File: config.mk
export PLATFORM = sky130hd
export DESIGN_NAME = q2_i2c_master
export DESIGN_NICKNAME = d
export VERILOG_FILES = /design/src/rtl/q2_i2c_master.sv
export SDC_FILE = /design/constraint.sdc
export NUM_CORES = 1
export LEC_CHECK = 0
export ABC_CLOCK_PERIOD_IN_PS = 3050
export BUFFER_PORTS_ARGS = -buffer_cell sky130_fd_sc_hd__buf_2
export CORE_UTILIZATION = 57
export CTS_CLUSTER_DIAMETER = 80
export CTS_CLUSTER_SIZE = 16
export DETAILED_ROUTE_END_ITERATION = 8
export PLACE_DENSITY = 0.86
export SYNTH_ARGS = -nofsm -noshare
export SYNTH_HDL_FRONTEND = slang
export SYNTH_SLANG_ARGS = --single-unit
File: constraint.sdc
create_clock -name clk -period 3.05 [get_ports clk]
set_clock_uncertainty 0.15 [all_clocks]
set_input_delay 0.305 -clock clk [delete_from_list [all_inputs] [get_ports clk]]
set_output_delay 0.305 -clock clk [all_outputs]
set_load 0.1 [all_outputs]
File: src/rtl/q2_i2c_master.sv
// Command-driven I2C byte master: start/rstart, 8-bit write/read with ACK, stop; open-drain SCL/SDA.
// Phases are DIV clk each; Q1 phases wait for SCL high (clock stretching). wr is ignored while busy.
`timescale 1ns/1ps

module q2_i2c_master #(
  parameter int DIV = 4
) (
  input  logic        clk,
  input  logic        rst_n,
  input  logic        wr,
  input  logic [11:0] wr_data,
  output logic [11:0] rd_data,
  input  logic        scl_in,
  input  logic        sda_in,
  output logic        scl_oe,
  output logic        sda_oe
);

  typedef enum logic [2:0] {
    S_IDLE,
    S_RSTART,
    S_START,
    S_BIT,
    S_ACK,
    S_STOP
  } state_t;

  localparam logic [7:0] TMR_LAST = 8'(DIV - 1);

  state_t      state_q, state_d;
  logic [7:0]  tmr_q, tmr_d;
  logic [1:0]  qtr_q, qtr_d;
  logic [2:0]  bit_q, bit_d;
  logic [7:0]  tx_q, tx_d;
  logic        ack_q, ack_d;
  logic        rd_q, rd_d;
  logic [7:0]  sr_q, sr_d;
  logic [7:0]  rx_q, rx_d;
  logic        nack_q, nack_d;
  logic        held_q, held_d;

  logic busy;
  logic stretch_ph;
  logic cnt_en;
  logic tick;
  logic wr_data_unused;

  assign wr_data_unused = wr_data[9];

  assign busy       = (state_q != S_IDLE);
  // Q1 of every phase group that releases SCL waits for the line to actually read high.
  assign stretch_ph = (qtr_q == 2'd1) &&
                      (state_q == S_RSTART || state_q == S_BIT ||
                       state_q == S_ACK    || state_q == S_STOP);
  assign cnt_en     = !(stretch_ph && !scl_in);
  assign tick       = busy && cnt_en && (tmr_q == TMR_LAST);

  assign rd_data = {busy, nack_q, 1'b0, held_q, rx_q};

  always_ff @(posedge clk or negedge rst_n) begin
    if (!rst_n) begin
      state_q <= S_IDLE;
      tmr_q   <= '0;
      qtr_q   <= '0;
      bit_q   <= '0;
      tx_q    <= '0;
      ack_q   <= 1'b0;
      rd_q    <= 1'b0;
      sr_q    <= '0;
      rx_q    <= '0;
      nack_q  <= 1'b0;
      held_q  <= 1'b0;
    end else begin
      state_q <= state_d;
      tmr_q   <= tmr_d;
      qtr_q   <= qtr_d;
      bit_q   <= bit_d;
      tx_q    <= tx_d;
      ack_q   <= ack_d;
      rd_q    <= rd_d;
      sr_q    <= sr_d;
      rx_q    <= rx_d;
      nack_q  <= nack_d;
      held_q  <= held_d;
    end
  end

  always_comb begin
    state_d = state_q;
    tmr_d   = tmr_q;
    qtr_d   = qtr_q;
    bit_d   = bit_q;
    tx_d    = tx_q;
    ack_d   = ack_q;
    rd_d    = rd_q;
    sr_d    = sr_q;
    rx_d    = rx_q;
    nack_d  = nack_q;
    held_d  = held_q;

    if (state_q == S_IDLE) begin
      tmr_d = '0;
      qtr_d = '0;
      bit_d = '0;
      if (wr) begin
        case (wr_data[11:10])
          2'b01:        state_d = held_q ? S_RSTART : S_START;
          2'b00, 2'b10: state_d = held_q ? S_BIT : S_IDLE;
          default:      state_d = held_q ? S_STOP : S_IDLE;
        endcase
        if (state_d != S_IDLE) begin
          tx_d  = wr_data[7:0];
          ack_d = wr_data[8];
          rd_d  = (wr_data[11:10] == 2'b10);
        end
      end
    end else begin
      if (tick) begin
        tmr_d = '0;
      end else if (cnt_en) begin
        tmr_d = tmr_q + 8'd1;
      end

      if (tick) begin
        case (state_q)
          S_RSTART: begin
            qtr_d = 2'd1;
            if (qtr_q != 2'd0) begin
              state_d = S_START;
              qtr_d   = 2'd0;
            end
          end
          S_START: begin
            qtr_d = 2'd1;
            if (qtr_q != 2'd0) begin
              state_d = S_BIT;
              qtr_d   = 2'd0;
              bit_d   = 3'd0;
              held_d  = 1'b1;
            end
          end
          S_BIT: begin
            qtr_d = qtr_q + 2'd1;
            if (qtr_q == 2'd1) sr_d = {sr_q[6:0], sda_in};
            if (qtr_q == 2'd3) begin
              if (bit_q == 3'd7) state_d = S_ACK;
              else               bit_d   = bit_q + 3'd1;
            end
          end
          S_ACK: begin
            qtr_d = qtr_q + 2'd1;
            if (qtr_q == 2'd1 && !rd_q) nack_d = sda_in;
            if (qtr_q == 2'd3) begin
              state_d = S_IDLE;
              held_d  = 1'b1;
              if (rd_q) rx_d = sr_q;
            end
          end
          S_STOP: begin
            qtr_d = qtr_q + 2'd1;
            if (qtr_q == 2'd3) begin
              state_d = S_IDLE;
              held_d  = 1'b0;
            end
          end
          default: state_d = S_IDLE;
        endcase
      end
    end
  end

  // SDA only moves while SCL is driven low, except the START and STOP edges.
  always_comb begin
    scl_oe = 1'b0;
    sda_oe = 1'b0;
    case (state_q)
      S_IDLE:   scl_oe = held_q;
      S_RSTART: scl_oe = (qtr_q == 2'd0);
      S_START: begin
        scl_oe = qtr_q[0];
        sda_oe = 1'b1;
      end
      S_BIT: begin
        scl_oe = (qtr_q == 2'd0) || (qtr_q == 2'd3);
        sda_oe = !rd_q && !tx_q[3'd7 - bit_q];
      end
      S_ACK: begin
        scl_oe = (qtr_q == 2'd0) || (qtr_q == 2'd3);
        sda_oe = rd_q && !ack_q;
      end
      S_STOP: begin
        scl_oe = (qtr_q == 2'd0);
        sda_oe = (qtr_q == 2'd0) || (qtr_q == 2'd1);
      end
      default: begin
        scl_oe = 1'b0;
        sda_oe = 1'b0;
      end
    endcase
  end

endmodule

==> summary.txt, run 1 <==
STA
  – RSZ-0062 raised after global routing: no
  – Fin crit share: 0.913
  – Least-Margin Pin Slew: between 900 and 1000 ps
  – WHS: -8.89 ps
  – Setup TNS: 0 ps
  – Crit path time final: roughly 2800 ps
  – Slew headroom: 0.358
  – F_max: 0.359 GHz
  – Max-slew violation count: 0
  – Final setup viols: 0
  – Final hold violation count: 10

GRT
  – Largest net degree at the start of global routing: 45
  – First-pass GRT wire length: approximately 7500 um
  – GR Util All Layers: 0.231
  – GRT overflow: 0
  – Initial antenna violation count: 0
  – Vias in the first global route: approximately 1600

Route
  – Vias: between 1500 and 2000
  – Final WL: 4600 um
  – DRT iter0 DRCs: 77
  – Via/cell ratio: ~6.0
  – ANT nets after route: 0
  – DRC Markers: 0
  – Pre-antenna DRT Iters: 4
  – Routed length per instance: 15.9 um

Worst setup path
  – CP endpoint kind: primary output
  – Setup CP Type: register to primary output
  – Worst EP required: 2590 ps
  – Largest fanout on the critical path: 5
  – Startpoint Class: register
  – Crit path DAT: 2330 ps

Pwr
  – Sw power: 1.11 mW
  – Worst ir drop on vdd: approximately 0.00065 V
  – P_int: around 1.4 mW
  – Switching share of total power: 0.439
  – Logic gate share of total power: 0.453
  – Sequential power share: 0.358
  – LEAKAGE: ~1.3 nW
  – PnR Total Power: 2.52 mW
  – Clock power frac: 0.189
  – Power Density: 939 mW/mm^2

Placed design
  – Area after DPL: roughly 0.0026 mm^2
  – Placer Congestion: 0.889
  – DP Wirelength: roughly 3200 um
  – IO Port Bufs: 28

Finish
  – Design Area, Final: 0.00268 mm^2
  – Reg area: between 0.001 and 0.0015 mm^2
  – Layout cells sized above 1: 0.372
  – Nets: between 200 and 300
  – Area of the multi-input gates: around 0.0012 mm^2
  – Synth-to-Final Area Change: 12.5%
  – Final core occ: 0.671
  – Ant diodes: 0
  – Fill count: 280

CTS
  – Root Driver: clkbuf_8
  – H-tree lvl count: 2
  – Clock sink count: between 40 and 50
  – CTS tree: built
  – Cts hold-fix bufs: 0
  – Clock latency on the worst-skew pair: 300 ps
  – CTS Buffer Depth: 2
  – Reg clk slew, reported paths: approximately 90 ps
  – Post-CTS sizing: 0
  – Postcts setup bufs: 0
  – Total CTS buffers: 5

Floorplanning
  – Die W: around 67 um
  – Core Rows: 23
  – Io pins: 31
  – Initial core utilization: 0.596
  – DIE HEIGHT: roughly 67 um
  – Core Footprint: between 0.004 and 0.005 mm^2
  – Die ar.: 0.00445 mm^2

Logic synthesis
  – Post-Syn Nets: between 200 and 250
  – Number of synthesized flops with an enable pin: 0
  – Synth Flop Type: dfrtp_1
  – Synthesized area per cell: roughly 11 um^2
  – Fraction of registers with async set/reset: 1.00
  – Yosys warns: 0
  – Register area share after synthesis: 0.462
  – Yosys cell types: 50
  – Synth Register Bits: 44
  – Synth Cell Area: ~0.0024 mm^2
  – Mapped Cells: between 200 and 250

Min path
  – HP Class: input port to async pin

Status
  – Failing checks: hold timing
  – Status: complete, but fails checks

Run
  – Max-cap violations: 0
[metrics by stage]
step,setup WS [ps],instances
floorplan,18.9,211
global placement,536,281
detailed placement,490,281
CTS,252,289
global route,163,289
finish,267,289
[synthesized netlist by cell type, types with 2 or more instances]
master	number	area [um^2]
a21oi_1	7	35.0
a31oi_1	2	12.5
a41oi_1	2	17.5
and3_1	2	12.5
buf_4	4	30.0
clkbuf_1	7	26.3
dfrtp_1	44	1100
ha_1	6	75.1
inv_1	8	30.0
mux2_2	33	372
mux2i_1	2	20.0
mux4_2	2	45.0
nand2_1	12	45.0
nand2b_1	2	12.5
nand3_1	4	20.0
nand4_1	4	25.0
nor2_1	17	63.8
nor2b_1	5	31.3
nor3_1	3	15.0
o21ai_0	7	35.0
o22ai_1	3	18.8
or2_2	2	12.5
or3_1	2	12.5
xor2_1	5	43.8
[cell usage in the layout (no fill, tap or decap), drive strengths merged, types with 5 or more instances in the layout]
cell type,n
a21oi,7
ha,6
clkbuf,5
o21ai,7
nand4,5
inv,10
buf,32
nor2b,5
mux2,33
dfrtp,44
nor2,17
xor2,5
nand2,12
[cell type report]
class	count	share of cell area
Sequential cell	44	0.410
Clock buffer	5	0.0256
Tap cell	50	0.0233
Clock inverter	3	0.0186
Timing Repair Buffer	32	0.0634
Multi-Input combinational cell	147	0.448
Inverter	8	0.0112
[power by group through the flow]
stage	logic [mW]	clock network, mW	registers [mW]
after floorplan	0.982	0	0.831
after global placement	1.10	0	0.896
after detailed placement	1.13	0	0.908
after CTS	1.14	0.480	0.896
after global routing	1.24	0.499	0.924
final	1.14	0.477	0.902
[worst max-delay path, cell delays in order (launching register included)]
cell and delay [ps]:
dfrtp_1 490, mux4_2 540, mux2_2 280, o311ai_2 240, buf_2 470
[per-layer routing]
layer	wire, um	track usage	vias to the layer above
li1	-	-	812
met1	2050	0.306	853
met2	2290	0.379	51
met3	210	0.0462	5
met4	39	0.0718	0
met5	0	0	-
[path summary, 6_finish.rpt]
kind                                  from        to  slack, ps  cells past startpoint
worst max-delay path              bit_q[0]    sda_oe        270                      4
worst min-delay path                 rst_n   rx_q[5]         -9                      1
worst max register to register    tmr_q[0]   sr_q[1]        490                      5
worst min register to register     tx_q[2]   tx_q[2]        360                      1
max in group asynchronous            rst_n  tmr_q[4]       2160                      1
min in group clk                wr_data[3]   tx_q[3]         80                      2
[state kept, by name, summed over array words and instances (netlist names)]
signal   flops
rx_q         8
sr_q         8
tmr_q        8
tx_q         8
bit_q        3
state_q      3
qtr_q        2
ack_q        1
held_q       1
nack_q       1
rd_q         1
[kinds of logic (layout without fill, tap and decap cells)]
kind of cell             Yosys count  in the layout  synth area share
AND/OR/NAND/NOR                   61             61             0.143
flip-flops                        44             44             0.462
multiplexers                      38             38             0.189
AO/OA/AOI/OAI                     35             35             0.112
buffers and inverters             20             48            0.0378
adder cells (fa/ha/maj)            7              7            0.0362
XOR/XNOR                           5              5            0.0184
other                              1              1           0.00157
Power figures use the tool's default switching activity.
==> inputs of run 2 (changes only) <==
- SETUP_SLACK_MARGIN: unset -> 0.3
==> run 2 against run 1 <==
Compared with the run above:
- the run still ends with hold timing left
- register-to-register slack worse by 20 ps
- combinational power is essentially flat
- die area did not move
- utilization is 0.44 points lower
- critical endpoint unchanged
- largest cell class unchanged
==> summary.txt, run 2 (synthesis results as in run 1) <==
Worst setup path
  – Startpoint Class: register
  – CP endpoint kind: primary output
  – Crit path DAT: 2200 ps (-130 ps)
  – Worst EP required: 2590 ps (about the same)
  – Setup CP Type: register to primary output
  – Largest fanout on the critical path: 5 (unchanged)

Finish
  – Nets: 261 (unchanged)
  – Ant diodes: 0 (unchanged)
  – Layout cells sized above 1: 0.368 (-0.00418)
  – Most common cell after layout, fill and taps aside: dfrtp_1
  – Final Non-Filler Cells: 289 (unchanged)
  – Most frequent cells in the layout: dfrtp_1 (44), mux2_2 (33), buf_2 (27)
  – Design Area, Final: 0.00267 mm^2 (-0.65%)
  – Synth-to-Final Area Change: 11.8%

CTS
  – CTS Buffer Depth: 2 (unchanged)
  – Total CTS buffers: 5 (unchanged)
  – Postcts setup bufs: 0 (unchanged)
  – CTS tree: built
  – Reg clk slew, reported paths: 80 ps (about the same)
  – H-tree lvl count: 2 (unchanged)
  – Root Driver: clkbuf_8
  – Clock latency on the worst-skew pair: 300 ps (about the same)
  – Clock sink count: 44 (unchanged)

STA
  – Least-Margin Pin Slew: 944 ps (-19.1 ps)
  – Final hold violation count: 15 (+5)
  – RSZ-0062 raised after global routing: no
  – Crit path time final: 2660 ps (-127 ps)
  – Slew headroom: 0.370 (+0.0128)
  – F_max: 0.376 GHz (+4.8%)
  – Final setup viols: 0 (unchanged)
  – Setup TNS: 0 ps (unchanged)
  – Fin crit share: 0.871 (-0.0415)
  – Max-slew violation count: 0 (unchanged)
  – WHS: -6.90 ps (+2.00 ps)

Floorplanning
  – DIE HEIGHT: 66.7 um (unchanged)
  – Die ar.: 0.00445 mm^2 (unchanged)
  – Initial core utilization: 0.596 (unchanged)
  – Io pins: 31 (unchanged)
  – Core Rows: 23 (unchanged)
  – Core Footprint: 0.00400 mm^2 (unchanged)
  – Die W: 66.7 um (unchanged)

Route
  – Final WL: 4780 um (+3.9%)
  – Via/cell ratio: 6.12 (+2.8%)
  – Routed length per instance: 16.5 um (+3.9%)
  – Met3 Wirelength: 246 um (+17%)
  – M1 WL: 1980 um (-3.8%)
  – Pre-antenna DRT Iters: 6 (+2)
  – DRT iter0 DRCs: 99 (+29%)
  – DRC Markers: 0 (unchanged)
  – ANT nets after route: 0 (unchanged)
  – Vias: 1770 (+2.8%)
  – Highest routing layer actually used: met4
  – Met2 WL post-DR: 2460 um (+7.0%)

Placed design
  – IO Port Bufs: 28 (unchanged)
  – Area after DPL: 0.00257 mm^2 (+0.39%)
  – Placer Congestion: 0.859 (-3.3%)
  – Inst Count DP: 281 (unchanged)
  – DP Wirelength: 3370 um (+3.8%)

Run
  – Max-cap violations: 0 (unchanged)

Pwr
  – Power Density: 918 mW/mm^2 (-2.3%)
  – LEAKAGE: 1.30 nW (-1.1%)
  – PnR Total Power: 2.45 mW (-3.0%)
  – Worst ir drop on vdd: 0.000570 V (-12%)

Status
  – Failing checks: hold timing
  – Status: complete, but fails checks

GRT
  – GR Util All Layers: 0.250 (+0.0195)
  – First-pass GRT wire length: 8070 um (+7.5%)
  – Vias in the first global route: 1785 (+11%)
  – Initial antenna violation count: 0 (unchanged)
  – GRT overflow: 0 (unchanged)
  – Largest net degree at the start of global routing: 45 (unchanged)

Min path
  – HP Class: input port to async pin
[run 2: area by class of cell]
class,instances,area (um^2)
fill,292,1330
multi-input combinational,147,1210
sequential,44,1100
timing repair buffer,32,173
clock buffer,6,72.6
tap,50,62.6
inverter,8,30.0
clock inverter,2,16.3
[run 2: worst paths after layout]
path	cells past startpoint	from	end	slack [ps]
setup / recovery	4	bit_q[0]	sda_oe	390
hold / removal	1	rst_n	tx_q[5]	-7
setup reg to reg	7	qtr_q[1]	bit_q[2]	470
hold reg to reg	1	sr_q[7]	sr_q[7]	360
max in group asynchronous	1	rst_n	qtr_q[0]	2170
min in group clk	2	wr_data[5]	tx_q[5]	80
[run 2: worst max-delay path, cell delays in order, from the launching register on]
cell and delay, ps:
dfrtp_1 470, mux4_2 540, mux2_2 300, o311ai_4 260, buf_4 330
[run 2: timing repair]
item	CTS	global route
setup endpoints to repair	1	0
hold buffers	0	0
gates resized for setup	1	0
[run 2: routing by layer]
layer	vias up	GRT usage
li1	819	-
met3	12	0.0616
met2	65	0.426
met5	-	0
met4	0	0.101
met1	874	0.301
[run 2: per-stage QoR]
| stage | worst slack (ps) | hold WS, ps | util |
|---|---|---|---|
| after floorplan | 496 | -141 | - |
| after CTS | 367 | 32.5 | 0.667 |
| final | 393 | -6.90 | 0.667 |
| after global placement | 529 | 333 | 0.644 |
| after detailed placement | 485 | 343 | 0.644 |
| after global routing | 306 | 61.6 | 0.667 |
[run 2: power breakdown]
part / total, mW / leakage (nW) / internal (mW) / switching (mW)
Clock: 0.372 / 0.0414 / 0.163 / 0.209
Sequential: 0.923 / 0.580 / 0.729 / 0.194
Combinational: 1.15 / 0.676 / 0.448 / 0.703
Total: 2.45 / 1.30 / 1.34 / 1.11
==> inputs of run 3 (changes only) <==
- ABC_AREA: unset -> 1
- CAP_MARGIN: unset -> 40
==> run 3 against run 2 <==
Compared with the run above:
- the run now ends clean
- via count is 17% higher
- setup slack better by 220 ps
- combinational power is 9.6% higher
- critical path type unchanged
- largest cell class unchanged
- largest power group unchanged
- highest routed layer unchanged
==> summary.txt, run 3 <==
Placed design
  – IO Port Bufs: 28 (unchanged)
  – Area after DPL: 0.00257 mm^2 (-0.29%)
  – DP Wirelength: 3450 um (+2.4%)
  – Placer Congestion: 0.856 (-0.43%)

CTS
  – CTS tree: built
  – Clock latency on the worst-skew pair: 300 ps (about the same)
  – CTS Buffer Depth: 2 (unchanged)
  – Root Driver: clkbuf_8
  – Postcts setup bufs: 0 (unchanged)
  – Clock sink count: 44 (unchanged)
  – Post-CTS sizing: 0 (-1)
  – H-tree lvl count: 2 (unchanged)
  – Total CTS buffers: 5 (unchanged)
  – Reg clk slew, reported paths: 80 ps (about the same)

GRT
  – Initial antenna violation count: 0 (unchanged)
  – GR Util All Layers: 0.230 (-0.0201)
  – First-pass GRT wire length: 7800 um (-3.3%)
  – Vias in the first global route: 1817 (+1.8%)
  – Largest net degree at the start of global routing: 34 (-24%)
  – GRT overflow: 0 (unchanged)

Route
  – DRC Markers: 0 (unchanged)
  – Via/cell ratio: 5.32 (-13%)
  – Vias: 2079 (+17%)
  – DRT iter0 DRCs: 73 (-26%)
  – Pre-antenna DRT Iters: 4 (-2)
  – Routed length per instance: 12.1 um (-27%)
  – ANT nets after route: 0 (unchanged)
  – Final WL: 4720 um (-1.2%)

STA
  – Max-slew violation count: 0 (unchanged)
  – Crit path time final: 2440 ps (-219 ps)
  – RSZ-0062 raised after global routing: no
  – Setup TNS: 0 ps (unchanged)
  – Fin crit share: 0.799 (-0.0719)
  – Final setup viols: 0 (unchanged)
  – Final hold violation count: 0 (-15)
  – F_max: 0.410 GHz (+9.0%)

Logic synthesis
  – Synthesized area per cell: 7.70 um^2 (-32%)
  – Post-Syn Nets: 339 (+45%)
  – Synth Flop Type: dfrtp_1
  – Number of synthesized flops with an enable pin: 0 (unchanged)
  – Post-synth top cells: nand2_1 (110), dfrtp_1 (44), nand3_1 (42), inv_1 (24), nor2_1 (24)
  – Synth Cell Area: 0.00243 mm^2 (+2.0%)
  – Yosys cell types: 31 (-38%)
  – Mapped Cells: 316 (+50%)
  – Fraction of registers with async set/reset: 1.00 (unchanged)
  – Largest area contributor in the netlist: dfrtp_1
  – Largest cells by area after synthesis: dfrtp_1 (45%), nand2_1 (17%), nand3_1 (8.6%), inv_1 (3.7%), nor2_1 (3.7%)
  – Yosys warns: 0 (unchanged)
  – Register area share after synthesis: 0.453 (-0.00902)
  – Post-synth top area share: 0.453 (-0.00902)
  – Top-count cell post-synth: nand2_1
  – Synth Register Bits: 44 (unchanged)

Pwr
  – LEAKAGE: 1.47 nW (+14%)
  – Power Density: 919 mW/mm^2 (+0.13%)
  – PnR Total Power: 2.44 mW (-0.15%)
  – Worst ir drop on vdd: 0.000557 V (-2.3%)

Finish
  – Design Area, Final: 0.00266 mm^2 (-0.28%)
  – Reg area: 0.00110 mm^2 (unchanged)
  – Nets: 364 (+39%)
  – Area of the multi-input gates: 0.00113 mm^2 (-6.6%)
  – Layout cells sized above 1: 0.170 (-0.198)
  – Fill count: 366 (+25%)
  – Ant diodes: 0 (unchanged)
  – Most frequent cells in the layout: nand2_1 (110), dfrtp_1 (44), nand3_1 (42)
  – Synth-to-Final Area Change: 9.31%
  – Most common cell after layout, fill and taps aside: nand2_1

Worst setup path
  – Crit path DAT: 1980 ps (-220 ps)
  – Largest fanout on the critical path: 9 (+4)
  – Setup CP Type: register to primary output
  – Startpoint Class: register
  – CP endpoint kind: primary output
  – Worst EP required: 2590 ps (about the same)

Floorplanning
  – DIE HEIGHT: 67.3 um (+0.97%)
  – Die ar.: 0.00453 mm^2 (+1.9%)
  – Die W: 67.3 um (+0.97%)
  – Core Footprint: 0.00406 mm^2 (+1.4%)
  – Core Rows: 23 (unchanged)
  – Initial core utilization: 0.599 (+0.00326)
  – Io pins: 31 (unchanged)

Min path
  – HP Class: input port to register

Run
  – Max-cap violations: 0 (unchanged)

Status
  – Status: complete, no violations
==> run 3: area by class of cell <==
class                      instances  area share
sequential                        44       0.414
multi-input combinational        230       0.425
clock buffer                       5      0.0259
clock inverter                     2     0.00471
tap                               50      0.0235
timing repair buffer              30      0.0640
inverter                          30      0.0424
==> run 3: logic make-up after synthesis <==
logic type,Yosys count,synth area share
AND/OR/NAND/NOR,198,0.371
flip-flops,44,0.453
buffers and inverters,42,0.0849
AO/OA/AOI/OAI,22,0.0484
adder cells (fa/ha/maj),6,0.0309
XOR/XNOR,3,0.0108
other,1,0.00154
==> run 3: routing by layer <==
metal | track usage | vias up | wire, um
met3 | 0.0507 | 9 | 163
li1 | - | 1052 | -
met4 | 0.0798 | 0 | 79
met5 | 0 | - | 0
met1 | 0.292 | 974 | 2240
met2 | 0.385 | 44 | 2230
==> run 3: worst paths after layout <==
path,startpoint,depth (start not counted),slack [ps],end
setup / recovery,state_q[1],6,610,scl_oe
hold / removal,wr_data[7],3,50,tx_q[7]
setup reg to reg,qtr_q[0],9,790,sr_q[1]
hold reg to reg,rx_q[4],2,320,rx_q[4]
max in group asynchronous,rst_n,3,2020,rx_q[3]
min in group asynchronous,rst_n,2,270,tmr_q[6]
==> run 3: worst max-delay path, cell delays in order (launching register included) <==
cell and delay, ps:
dfrtp_1 520, nand2_1 130, nor2_2 220, inv_2 120, a21o_1 180, o2111ai_2 60
buf_2 450
==> run 3: repair_timing <==
action,4_1_cts,5_1_grt
hold buffers,1,0
endpoints found under the setup margin,0,0
endpoints found under the hold margin,11,0
==> run 3: power breakdown <==
group	internal, mW	switching (mW)
logic	0.322	0.934
clock network	0.155	0.191
registers	0.714	0.128
total	1.19	1.25
==> run 3: per-stage QoR <==
stage	cells	setup WS [ps]	util	hold WS [ps]
finish	391	612	0.655	48.0
global placement	382	882	0.628	302
global route	391	460	0.655	38.0
detailed placement	383	805	0.633	63.6
floorplan	316	801	-	-141
CTS	391	620	0.655	39.8
